--- src/rtl/redux_dump.sv ---
// redux_dump: counts cycles until a halt opcode, then streams a state dump.
// Optional trailing XOR checksum byte when REDUX_DUMP_CHECKSUM_EN is defined.
module redux_dump #(
  parameter logic [7:0] HALT_OPCODE = 8'h10,
  parameter int         MEM_WORDS   = 256,
  parameter int         CNT_WIDTH   = 16
) (
  input  logic       clock,
  input  logic       reset,
  input  logic [7:0] instrucao,
  output logic [1:0] reg_addr,
  input  logic [7:0] reg_data,
  output logic [7:0] mem_addr,
  input  logic [7:0] mem_data,
  output logic [7:0] out_data,
  output logic       out_valid,
  input  logic       out_ready,
  output logic       busy,
  output logic       done
);

  localparam int         NB       = CNT_WIDTH / 8;
  localparam logic [7:0] LAST_CNT = 8'(NB - 1);
  localparam logic [7:0] LAST_MEM = 8'(MEM_WORDS - 1);

  typedef enum logic [2:0] {
    IDLE,
    HDR,
    CNT,
    REGS,
    MFETCH,
    MSEND,
`ifdef REDUX_DUMP_CHECKSUM_EN
    CSUM,
`endif
    DONE
  } state_t;

  state_t               state, nxt;
  logic [CNT_WIDTH-1:0] cnt;
  logic [7:0]           cidx;
  logic [1:0]           ridx;
  logic [7:0]           midx;
  logic [7:0]           cbyte;
  logic                 fire;
`ifdef REDUX_DUMP_CHECKSUM_EN
  logic [7:0]           csum;
`endif

  // Select the count byte at cidx, most significant byte first.
  always_comb begin
    cbyte = 8'h00;
    for (int i = 0; i < NB; i++)
      if (8'(i) == cidx)
        cbyte = cnt[8*(NB-1-i) +: 8];
  end

  // Next-state and stream outputs; every output is a function of state.
  always_comb begin
    nxt       = state;
    out_valid = 1'b0;
    out_data  = 8'h00;
    reg_addr  = 2'd0;
    mem_addr  = 8'h00;
    busy      = (state != IDLE) && (state != DONE);
    done      = (state == DONE);
    unique case (state)
      IDLE: begin
        if (instrucao == HALT_OPCODE)
          nxt = HDR;
      end
      HDR: begin
        out_valid = 1'b1;
        out_data  = 8'hA5;
        if (out_ready)
          nxt = CNT;
      end
      CNT: begin
        out_valid = 1'b1;
        out_data  = cbyte;
        if (out_ready && cidx == LAST_CNT)
          nxt = REGS;
      end
      REGS: begin
        out_valid = 1'b1;
        reg_addr  = ridx;
        out_data  = reg_data;
        if (out_ready && ridx == 2'd3)
          nxt = MFETCH;
      end
      MFETCH: begin
        mem_addr = midx;
        nxt      = MSEND;
      end
      MSEND: begin
        out_valid = 1'b1;
        mem_addr  = midx;
        out_data  = mem_data;
        if (out_ready) begin
          if (midx == LAST_MEM)
`ifdef REDUX_DUMP_CHECKSUM_EN
            nxt = CSUM;
`else
            nxt = DONE;
`endif
          else
            nxt = MFETCH;
        end
      end
`ifdef REDUX_DUMP_CHECKSUM_EN
      CSUM: begin
        out_valid = 1'b1;
        out_data  = csum;
        if (out_ready)
          nxt = DONE;
      end
`endif
      DONE: begin
        nxt = DONE;
      end
      default: nxt = IDLE;
    endcase
  end

  assign fire = out_valid && out_ready;

  // State register, saturating cycle counter and stream indices.
  always_ff @(posedge clock) begin
    if (reset) begin
      state <= IDLE;
      cnt   <= '0;
      cidx  <= 8'h00;
      ridx  <= 2'd0;
      midx  <= 8'h00;
    end else begin
      state <= nxt;
      if (state == IDLE && instrucao != HALT_OPCODE && cnt != '1)
        cnt <= cnt + 1'b1;
      if (fire && state == CNT)
        cidx <= cidx + 8'd1;
      if (fire && state == REGS)
        ridx <= ridx + 2'd1;
      if (fire && state == MSEND)
        midx <= midx + 8'd1;
    end
  end

`ifdef REDUX_DUMP_CHECKSUM_EN
  // Running XOR of every byte that has left the stream.
  always_ff @(posedge clock) begin
    if (reset)
      csum <= 8'h00;
    else if (fire)
      csum <= csum ^ out_data;
  end
`endif

endmodule
--- config.mk ---
export PLATFORM = sky130hd
export DESIGN_NAME = redux_dump
export DESIGN_NICKNAME = d
export VERILOG_FILES = /design/src/rtl/redux_dump.sv
export SDC_FILE = /design/constraint.sdc
export NUM_CORES = 1
export LEC_CHECK = 0
export ABC_AREA = 1
export CORE_AREA = 2 2 54 94
export CTS_BUF_LIST = sky130_fd_sc_hd__clkbuf_8
export CTS_CLUSTER_DIAMETER = 60
export DETAILED_ROUTE_END_ITERATION = 8
export DIE_AREA = 0 0 56 96
export MAX_ROUTING_LAYER = met4
export PLACE_DENSITY = 0.82
export SYNTH_ARGS = -nofsm -noshare
export SYNTH_HDL_FRONTEND = slang
export SYNTH_SLANG_ARGS = --single-unit
--- constraint.sdc ---
create_clock -name clock -period 2.4 [get_ports clock]
set_input_delay 0.72 -clock clock [delete_from_list [all_inputs] [get_ports clock]]
set_output_delay 0.72 -clock clock [all_outputs]
set_load 0.1 [all_outputs]
==> results of run 1 <==
[logic make-up (layout without fill, tap and decap cells)]
logic type | after synthesis | in the layout | share of synthesized area, %
and+or+nand+nor | 214 | 215 | 39.2
buffers and inverters | 62 | 142 | 10.1
AOI/OAI and AO/OA | 71 | 71 | 16.1
adders and majority gates | 6 | 6 | 3.02
xor gates and xnor gates | 5 | 5 | 1.76
DFF | 37 | 37 | 29.8
[power breakdown]
group          internal (W)  leakage [nW]  switching (W)
Combinational      0.000668          1.14        0.00118
Sequential         0.000663         0.301      0.0000629
Clock              0.000201        0.0439       0.000241
Total               0.00153          1.48        0.00148
[path summary, 6_finish.rpt]
kind	start	end	slack, ns	cells past startpoint
setup / recovery	mem_data[7]	out_data[7]	-0.21	5
hold / removal	cidx[7]	cidx[7]	0.47	2
setup reg to reg	cnt[0]	cnt[15]	0.60	8
hold reg to reg	cidx[7]	cidx[7]	0.47	2
[area by class of cell]
cell class	instances	area [sq um]
multi-input cells	297	1710
repair buffers	81	951
fillers	293	863
flip-flops and latches	37	748
inverters	53	204
clock buffers	5	68.8
well taps	52	65.1
clock inverters	3	17.5
[synthesized netlist by cell type, types with 2 or more instances]
master,number,area (sq um)
a21oi_1,27,135
a21oi_2,5,43.8
a221oi_1,4,35.0
buf_2,3,15.0
clkbuf_1,3,11.3
dfxtp_1,37,741
ha_1,6,75.1
inv_1,47,176
inv_2,5,18.8
nand2_1,95,357
nand2_2,5,31.3
nand2_4,2,22.5
nand3_1,25,125
nand3b_1,3,22.5
nand4_1,11,68.8
nor2_1,54,203
nor3_1,10,50.1
nor3_2,2,20.0
o211ai_1,2,15.0
o21ai_0,30,150
xor2_1,4,35.0
[metal layers]
metal / routed length [um] / share of wire, % / up-vias
met4: 372 / 4.5 / 0
li1: - / - / 1454
met3: 464 / 5.6 / 39
met2: 4620 / 56 / 137
met5: 0 / 0 / -
met1: 2780 / 34 / 1387
[what timing repair did]
| action | 4_1_cts | 5_1_grt |
|---|---|---|
| endpoints found under the setup margin | 8 | 12 |
| resized for setup | 42 | 14 |
| pin swaps | 16 | 13 |
| buffers inserted | 3 | 5 |
| gates cloned | 1 | 0 |
[stage by stage]
| step | instance area [sq um] | hold slack [ns] | worst slack (ns) |
|---|---|---|---|
| after floorplan | 2570 | 0.445 | -0.230 |
| after global routing | 3760 | 0.511 | -0.266 |
| after global placement | 3470 | 0.463 | -0.124 |
| after CTS | 3690 | 0.472 | -0.159 |
| after detailed placement | 3470 | 0.469 | -0.194 |
| final | 3760 | 0.471 | -0.208 |
[critical path: stages]
cell and delay (ns):
clkdlybuf4s50_1 0.44, a221oi_2 0.31, buf_4 0.18, o21ai_4 0.06
buf_12 0.17
[sequential cells by signal (all words and copies together), names as in the netlist]
register,cells
cidx,8
state,3
ridx,2
midx,8
cnt,16
==> metrics.cfg, run 1 <==
[outcome]
status = finished, violations left
violations = negative setup slack

[routing]
drc = 0
dr_total_vias = 3017
ant_nets = 0
drt_iter0_markers = 193
routed_wl_um = 8230
vias_per_cell = 5.71
first_pass_iters = 5
post_drt_wl_per_cell_um = 15.6

[clock_tree]
holdBufCountCts = 0
h-tree-depth = 2
cts_tree = done
cts_sinks = 37
clk_path_buf_depth = 2
clock_latency_ns = 0.30
cts_inserted_buffers = 5
clock-root-buffer = clkbuf_8
clk_pin_slew_worst_paths_ns = 0.09

[floorplan]
pin_count = 48
fp.dieW_um = 56
core_sq_um = 4620
initial_core_util_pct = 53.7
dieArea_sq_um = 5380
rows = 33
chipHeight_um = 96

[sta]
hold_viol_final = 0
slew_violations = 0
fin_setup_tns_ns = -1.18
worst_slack_ns = -0.208
slew-limit-headroom_pct = 61.2
worst_pin_slew_ns = 0.581
setup_viol_count_final = 8
fmax_ghz = 0.383
post-route-period-util_pct = 109
period_minus_slack_ns = 2.61
skew_ns = 0.0148
rsz0062_at_grt = yes

[yosys]
synth_flop_cell = dfxtp_1
synthesis.area_sq_um = 2480
synth_edf_count = 0
ys_seq_area_share_pct = 29.8
synth-seq-cells = 37
synth_cells = 395
synth_warnings = 0
async_flop_share_pct = 0
avgSynthCellArea_sq_um = 6.29
ys_types = 36
syn_nets = 428

[worst_setup_path]
critPathKind = in -> out
required_ns = 1.68
path_max_fanout = 1
startpoint_type = input pin
end_kind = output pin
cp.arrival_ns = 1.89

[global_routing]
grt_pass1_wl_um = 12300
grtUsageTotal_pct = 30.3
gr-usage-met2_pct = 60.4
grt_pass1_vias = 2822
antenna_found_initial = 0
grt_use_met1_pct = 26.0
gr-usage-met3_pct = 3.23
grt.busiest_layer = met2
grt_max_degree = 21
overflow = 0

[layout]
mostFrequentLayoutCells = nand2_1 (91), nor2_1 (46), inv_1 (41)
drive_gt1_share_pct = 27.7
postLayoutCoreUtil_pct = 81.3
final_common_cell = nand2_1
fin_cells = 528
diodes = 0
layout.nets = 508
area_growth_pct = 51.4

[power]
total_power_w = 0.00301
p_leak_nw = 1.48
peakVddDrop_uv = 1070
p_per_area_nw_per_um2 = 801

[placement]
dp_cells = 512
hpwlAfterDp_um = 5790
port_buffers = 47
gp_congestion = 0.898

[run]
maxCapViolCount = 0

[worst_hold_path]
hp-class = reg -> reg

Power figures use the tool's default switching activity.
==> run 2, diff against run 1 <==
SLEW_MARGIN = 20   (was not set)
==> results of run 2 <==
Final layout, timing and power as in run 1 (identical DEF).
